$ cat config.mk
export PLATFORM = sky130hd
export DESIGN_NAME = serial_alu
export DESIGN_NICKNAME = d
export VERILOG_FILES = /design/src/rtl/serial_alu.sv
export SDC_FILE = /design/constraint.sdc
export NUM_CORES = 1
export LEC_CHECK = 0
export ABC_AREA = 1
export ABC_CLOCK_PERIOD_IN_PS = 2050
export BUFFER_PORTS_ARGS = -buffer_cell sky130_fd_sc_hd__buf_4
export CELL_PAD_IN_SITES_DETAIL_PLACEMENT = 1
export CELL_PAD_IN_SITES_GLOBAL_PLACEMENT = 2
export CORE_MARGIN = 2
export CORE_UTILIZATION = 30
export CTS_CLUSTER_SIZE = 24
export DETAILED_ROUTE_END_ITERATION = 12
export PLACE_DENSITY_LB_ADDON = 0.1
export SYNTH_ARGS = -nofsm -noshare
export SYNTH_HDL_FRONTEND = slang
export SYNTH_SLANG_ARGS = --single-unit
$ cat constraint.sdc
create_clock -name CLK -period 2.05 [get_ports CLK]
set_input_delay 0.205 -clock CLK [delete_from_list [all_inputs] [get_ports CLK]]
set_output_delay 0.205 -clock CLK [all_outputs]
set_load 0.02 [all_outputs]
$ cat src/rtl/serial_alu.sv
// rtl/serial_alu.sv - bit-serial ALU: one result bit per clock, LSB first.
module serial_alu #(
  parameter int WIDTH = 8
) (
  input  logic             CLK,
  input  logic             RST,
  input  logic             Start,
  input  logic [2:0]       Mode,
  input  logic [WIDTH-1:0] A,
  input  logic [WIDTH-1:0] B,
  output logic             Busy,
  output logic             Done,
  output logic [WIDTH-1:0] X,
  output logic             C_out,
  output logic             Zero,
  output logic             Err
);

  localparam int CW = $clog2(WIDTH);

  localparam logic [2:0] M_ADD  = 3'b000;
  localparam logic [2:0] M_AND  = 3'b001;
  localparam logic [2:0] M_OR   = 3'b010;
  localparam logic [2:0] M_XOR  = 3'b011;
  localparam logic [2:0] M_XNOR = 3'b100;
  localparam logic [2:0] M_SUB  = 3'b101;

  typedef enum logic [1:0] {S_IDLE, S_RUN, S_DONE} state_t;

  state_t           state_q, state_d;
  logic [WIDTH-1:0] a_q, b_q, acc_q, acc_d, x_q;
  logic [2:0]       mode_q;
  logic [CW-1:0]    cnt_q;
  logic             carry_q, carry_d;
  logic             cout_q, err_q;
  logic             mode_legal, last_bit, b_eff, res_bit;

  assign mode_legal = (Mode < 3'd6);
  assign last_bit   = (cnt_q == CW'(WIDTH - 1));

  always_ff @(posedge CLK) begin
    if (RST) state_q <= S_IDLE;
    else     state_q <= state_d;
  end

  always_comb begin
    state_d = state_q;
    case (state_q)
      S_IDLE:  if (Start) state_d = mode_legal ? S_RUN : S_DONE;
      S_RUN:   if (last_bit) state_d = S_DONE;
      S_DONE:  state_d = S_IDLE;
      default: state_d = S_IDLE;
    endcase
  end

  always_comb begin
    Busy = (state_q == S_RUN);
    Done = (state_q == S_DONE);
  end

  // Operands shift right each RUN cycle, so bit 0 is always the bit in flight.
  always_comb begin
    b_eff   = b_q[0] ^ (mode_q == M_SUB);
    res_bit = 1'b0;
    carry_d = carry_q;
    case (mode_q)
      M_ADD, M_SUB: begin
        res_bit = a_q[0] ^ b_eff ^ carry_q;
        carry_d = (a_q[0] & b_eff) | (carry_q & (a_q[0] ^ b_eff));
      end
      M_AND:   res_bit = a_q[0] & b_q[0];
      M_OR:    res_bit = a_q[0] | b_q[0];
      M_XOR:   res_bit = a_q[0] ^ b_q[0];
      M_XNOR:  res_bit = ~(a_q[0] ^ b_q[0]);
      default: res_bit = 1'b0;
    endcase
    acc_d = {res_bit, acc_q[WIDTH-1:1]};
  end

  always_ff @(posedge CLK) begin
    if (RST) begin
      a_q     <= '0;
      b_q     <= '0;
      mode_q  <= '0;
      cnt_q   <= '0;
      carry_q <= 1'b0;
      acc_q   <= '0;
      x_q     <= '0;
      cout_q  <= 1'b0;
      err_q   <= 1'b0;
    end else begin
      case (state_q)
        S_IDLE: begin
          if (Start) begin
            a_q     <= A;
            b_q     <= B;
            mode_q  <= Mode;
            cnt_q   <= '0;
            carry_q <= (Mode == M_SUB);
            acc_q   <= '0;
            if (!mode_legal) begin
              x_q    <= '0;
              cout_q <= 1'b0;
              err_q  <= 1'b1;
            end
          end
        end
        S_RUN: begin
          a_q     <= a_q >> 1;
          b_q     <= b_q >> 1;
          acc_q   <= acc_d;
          carry_q <= carry_d;
          cnt_q   <= cnt_q + CW'(1);
          if (last_bit) begin
            x_q    <= acc_d;
            cout_q <= carry_d;
            err_q  <= 1'b0;
          end
        end
        default: ;
      endcase
    end
  end

  assign X     = x_q;
  assign C_out = cout_q;
  assign Zero  = (x_q == '0);
  assign Err   = err_q;

endmodule

==> impl_metrics.ini, run 1 <==
[outcome]
outcome = finished, final reports clean

[cts]
clk_latency_ns = 0.29
clk_path_buf_depth = 2
cts_tree = yes
numCtsBuffers = 5
ctsResizeCount = 0
postCtsHoldBufs = 0
numClockSinks = 42
path_clk_slew_ns = 0.07
root_buffer = clkbuf_8
postCtsSetupBuffers = 0
htree_levels = 2

[die]
design.core.area_um2 = 5960
ioPinCount = 35
fp.dieH_um = 82.6
initial_core_util = 0.311
dieArea_um2 = 6830
die_x_um = 82.6
rows = 28

[detailed_routing]
drtPass1Iterations = 4
routed_wl_um = 4460
vias = 1665
drtIter0Drc = 41
vias_per_cell = 4.83
wire_per_inst_um = 12.9
drc_errors = 0
ant_nets = 0

[run]
cap_violations = 0

[yosys]
synth_seq_area_share = 0.453
synth_cell_types = 28
synthesis.nets = 266
syn-mean-instance-area_um2 = 7.76
syn_inst = 239
yosysWarnings = 0
synth-seq-cells = 42
synth_area_um2 = 1850

[worst_setup_path]
worstSetupPathType = register to register
worst_setup_path_end_kind = register
crit_required_ns = 2.22
path_cells = nand3_1 -> xor2_1 -> fa_1 -> inv_1 -> a21oi_1 -> nand2_1 -> nand2_1 -> a21oi_1
crit_arrival_ns = 1.86
crit_fanout = 5
worst_path_largest_cell_delay_ns = 0.48
slowest_stage = fa_1
worst_setup_path_start_kind = register

[power]
p_leak_uw = 0.000914
power.density_nw_per_um2 = 836
peakVddDrop_v = 0.000274

[global_route]
grt_remaining_overflow = 0
grt_pass1_vias = 1647
grt_pass1_wl_um = 7530
grt_usage = 0.144
antenna_found_initial = 0
grt_max_degree = 32

[timing]
hold_viol_final = 0
period_needed_ns = 1.70
clock.fmax_mhz = 590
finClkSkew_ns = 0.00474
relSlewSlack = 0.785
drv_slew = 0
setup_violations = 0
fin_tns_setup_ns = 0
fin_crit_sh = 0.827
tightest_slew_ns = 0.323
grt_setup_unrepaired = no

[final_layout]
final_common_cell = nand2_1
antennaDiodeCount = 0
fin_nets = 298
fill_cells = 757
final_cells = 345
drive_gt1_frac = 0.219
syn_to_final_growth_pct = 20.2
layout_common_cells = nand2_1 (78), dfxtp_1 (42), buf_4 (36), a21oi_1 (22), o21ai_1 (16)

[placement]
dpl.hpwl_um = 3080
dp.cells = 339
gp_congestion = 0.686
port-buffer-count = 34

[min_path]
min_path_type = primary input to register
sequential cells by signal (all words and copies together) (netlist names):
register	flops
a_q	8
state_q	2
b_q	8
X	8
carry_q	1
C_out	1
acc_q	7
Err	1
cnt_q	3
mode_q	3
critical path, delay by kind of cell, from the launching register on:
kind	cells	cell delay [ns]
AO/OA/AOI/OAI	2	0.20
XOR/XNOR	1	0.17
adder cells (fa/ha/maj)	1	0.48
buffers and inverters	1	0.04
flip-flops	1	0.40
AND/OR/NAND/NOR	3	0.28
routing by layer:
layer,track usage,part of all wire,vias up
li1,-,-,855
met1,0.197,0.52,781
met2,0.223,0.43,25
met3,0.0348,0.041,4
met4,0.0443,0.0096,0
met5,0,0,-
report_power, final:
group | internal [µW] | switching [µW] | leakage (µW)
Clock | 260 | 262 | 0.0000431
Sequential | 889 | 47.8 | 0.000344
Combinational | 148 | 257 | 0.000527
Total | 1300 | 567 | 0.000914
metrics by stage:
step / util / area, µm² / total power, µW / setup slack (ns) / hold WS, ns
floorplan: - / 1850 / 1260 / 0.495 / 0.284
global placement: 0.361 / 2150 / 1370 / 0.405 / 0.451
detailed placement: 0.361 / 2150 / 1370 / 0.377 / 0.450
CTS: 0.374 / 2230 / 1900 / 0.361 / 0.167
global route: 0.374 / 2230 / 1990 / 0.257 / 0.186
finish: 0.374 / 2230 / 1860 / 0.354 / 0.180
cells in the mapped netlist:
cell type  instances  area [µm²]
nor2_4             1        11.3
buf_1              1        3.75
o21ai_2            1        8.76
nor2_1             6        22.5
nor2_8             1        20.0
nand3_1            3        15.0
o21ai_0            7        35.0
a31oi_1           14        87.6
nor3_1             1        5.00
clkbuf_1           4        15.0
dfxtp_1           42         841
nand2_1           78         293
nor4_1             2        12.5
and2_1             1        6.26
xor2_1             1        8.76
inv_4              2        12.5
ha_1               4        50.1
a21oi_1           22         110
nand2_4            2        22.5
a21oi_2            6        52.6
buf_2              3        15.0
o21ai_1           16        80.1
inv_1             13        48.8
buf_8              1        15.0
inv_2              2        7.51
buf_6              2        22.5
nor2_2             2        12.5
fa_1               1        20.0
cell families after synthesis:
family	after synthesis	share of synthesized area
xor+xnor	1	0.00472
flops	42	0.453
fa+ha+maj	5	0.0378
compound gates	66	0.202
buf+inv	28	0.0756
simple gates	97	0.227
final cells by class:
type / instances / area (µm²) / share of cell area
clock buffers: 6 / 82.6 / 0.0370
well taps: 75 / 93.8 / 0.0421
multi-input cells: 169 / 873 / 0.392
inverters: 17 / 68.8 / 0.0309
flip-flops and latches: 42 / 841 / 0.377
repair buffers: 36 / 270 / 0.121
worst paths after layout:
| path | from | to | slack, ns | depth (start not counted) |
|---|---|---|---|---|
| max | mode_q[0] | acc_q[7] | 0.35 | 8 |
| max reg2reg | mode_q[0] | acc_q[7] | 0.35 | 8 |
| min reg2reg | cnt_q[0] | cnt_q[0] | 0.46 | 1 |
| min | B[7] | b_q[7] | 0.18 | 3 |
No activity file was read; power rests on OpenSTA's default activity.
==> run 2, diff against run 1 <==
ABC_CLOCK_PERIOD_IN_PS = 1700   (was 2050)
clock period = 1.7 ns   (was 2.05 ns; I/O delays follow)
==> run 2 against run 1 <==
Net effect:
- setup slack got worse by 0.26 ns
- via count is 0.96% lower
- clock power rose by 22%
- final area rose by 2.2%
- critical path depth up 1
- cell count is 1.2% higher
- flip-flop and latch count unchanged
- non-clock buffer count increased by 4
- global-route usage increased by 0.39 points
- clock-buffer cell count unchanged
- largest power group unchanged
==> impl_metrics.ini, run 2 (same netlist as run 1, synthesis figures left out) <==
[die]
dieArea_um2 = 6830
die_x_um = 82.6
initial_core_util = 0.311
design.core.area_um2 = 5960
fp.dieH_um = 82.6
rows = 28
ioPinCount = 35

[placement]
place_area_um2 = 2190
port-buffer-count = 34
gp_congestion = 0.701
dpl.hpwl_um = 3130
dpl_worst_slack_ns = 0.0316

[worst_setup_path]
crit_fanout = 3
crit_buf_inv = 2
slowest_stage = fa_1
reg2reg_slack_ns = 0.09
worst_setup_path_end_kind = register
cpLargestDelayFamily = adder cells
crit_required_ns = 1.88
worst_setup_path_start_kind = register
crit_arrival_ns = 1.78
path_cells = inv_2 -> nand3_2 -> xor2_1 -> fa_1 -> inv_1 -> a21oi_1 -> nand2_1 -> nand2_1 -> a21oi_1
worst_path_largest_cell_delay_ns = 0.48
worstSetupPathType = register to register

[timing]
fin_tns_setup_ns = 0
drv_slew = 0
fin_crit_sh = 0.945
setup_violations = 0
relSlewSlack = 0.789
hold_slack_ns = 0.135
period_needed_ns = 1.61
setup_ws_ns = 0.0933
clock.fmax_mhz = 622
tightest_slew_ns = 0.316
hold_viol_final = 0
finClkSkew_ns = 0.00286

[cts]
postCtsSetupBuffers = 0
cts_tree = yes
root_buffer = clkbuf_8
htree_levels = 2
clk_path_buf_depth = 2
clk_latency_ns = 0.29
numCtsBuffers = 5
numClockSinks = 42
path_clk_slew_ns = 0.07

[detailed_routing]
drtPass1Iterations = 4
drc_errors = 0
vias = 1649
vias_per_cell = 4.72
routed_wl_um = 4530
wire_per_inst_um = 13.0
ant_nets = 0
drtIter0Drc = 40

[final_layout]
final_area_um2 = 2280
final_common_cell = nand2_1
drive_gt1_frac = 0.241
syn_to_final_growth_pct = 22.9
fin_nets = 302
fill_cells = 742
layout_common_cells = nand2_1 (78), dfxtp_1 (41), buf_4 (39), a21oi_1 (22), o21ai_1 (16)
antennaDiodeCount = 0

[global_route]
grt_pass1_vias = 1674
grt_pass1_wl_um = 7650
grt_usage = 0.148
grt_remaining_overflow = 0
grt_max_degree = 26
antenna_found_initial = 0

[power]
peakVddDrop_v = 0.000360
p_leak_uw = 0.000939
power.density_nw_per_um2 = 1010

[outcome]
outcome = finished, final reports clean

[run]
cap_violations = 0

[min_path]
min_path_type = primary input to register
-- run 2: cell types whose count changed in the layout (fill, tap and decap cells not counted) --
| cell | delta |
|---|---|
| inv_2 | +1 |
| nand3_1 | -1 |
| dfxtp_1 | -1 |
| inv_1 | -1 |
| nand3_2 | +1 |
| buf_4 | +3 |
| dfxtp_2 | +1 |
| buf_12 | +1 |
-- run 2: metal layers --
layer,share of wire,GRT usage,vias to the layer above
li1,-,-,862
met1,0.51,0.198,756
met2,0.44,0.229,25
met3,0.043,0.0370,6
met4,0.012,0.0541,0
met5,0,0,-
-- run 2: cell type report --
| class | instances | area (µm²) | area share |
|---|---|---|---|
| inverters | 17 | 68.8 | 0.0302 |
| well taps | 75 | 93.8 | 0.0412 |
| flip-flops and latches | 42 | 842 | 0.370 |
| clock buffers | 6 | 82.6 | 0.0362 |
| repair buffers | 40 | 313 | 0.137 |
| multi-input cells | 169 | 878 | 0.386 |
-- run 2: report_power, final --
| part | total, µW | switching [µW] | internal (µW) |
|---|---|---|---|
| registers | 1130 | 58.4 | 1070 |
| clock network | 639 | 326 | 313 |
| logic | 521 | 317 | 204 |
| total | 2290 | 701 | 1590 |
-- run 2: stage by stage --
| stage | total power, µW | instances | utilization |
|---|---|---|---|
| finish | 2290 | 349 | 0.383 |
| global route | 2440 | 349 | 0.383 |
| detailed placement | 1680 | 343 | 0.368 |
| global placement | 1680 | 343 | 0.368 |
| CTS | 2320 | 349 | 0.382 |
| floorplan | 1520 | 239 | - |
-- run 2: worst register-to-register path, cell delays in order (launching register included) --
cell and delay, ns:
dfxtp_2 0.33, inv_2 0.07, nand3_2 0.09, xor2_1 0.16
fa_1 0.48, inv_1 0.04, a21oi_1 0.12, nand2_1 0.07
nand2_1 0.07, a21oi_1 0.06
-- run 2: repair_timing --
action	CTS	global route
gates resized for setup	0	3
hold buffers	0	0
hold endpoints to repair	0	0
setup endpoints to repair	0	4
-- run 2: final timing paths --
check	end	startpoint	depth (start not counted)
worst max register to register	acc_q[7]	mode_q[1]	9
worst min register to register	cnt_q[0]	cnt_q[0]	1
worst min-delay path	a_q[7]	A[7]	3
worst max-delay path	acc_q[7]	mode_q[1]	9
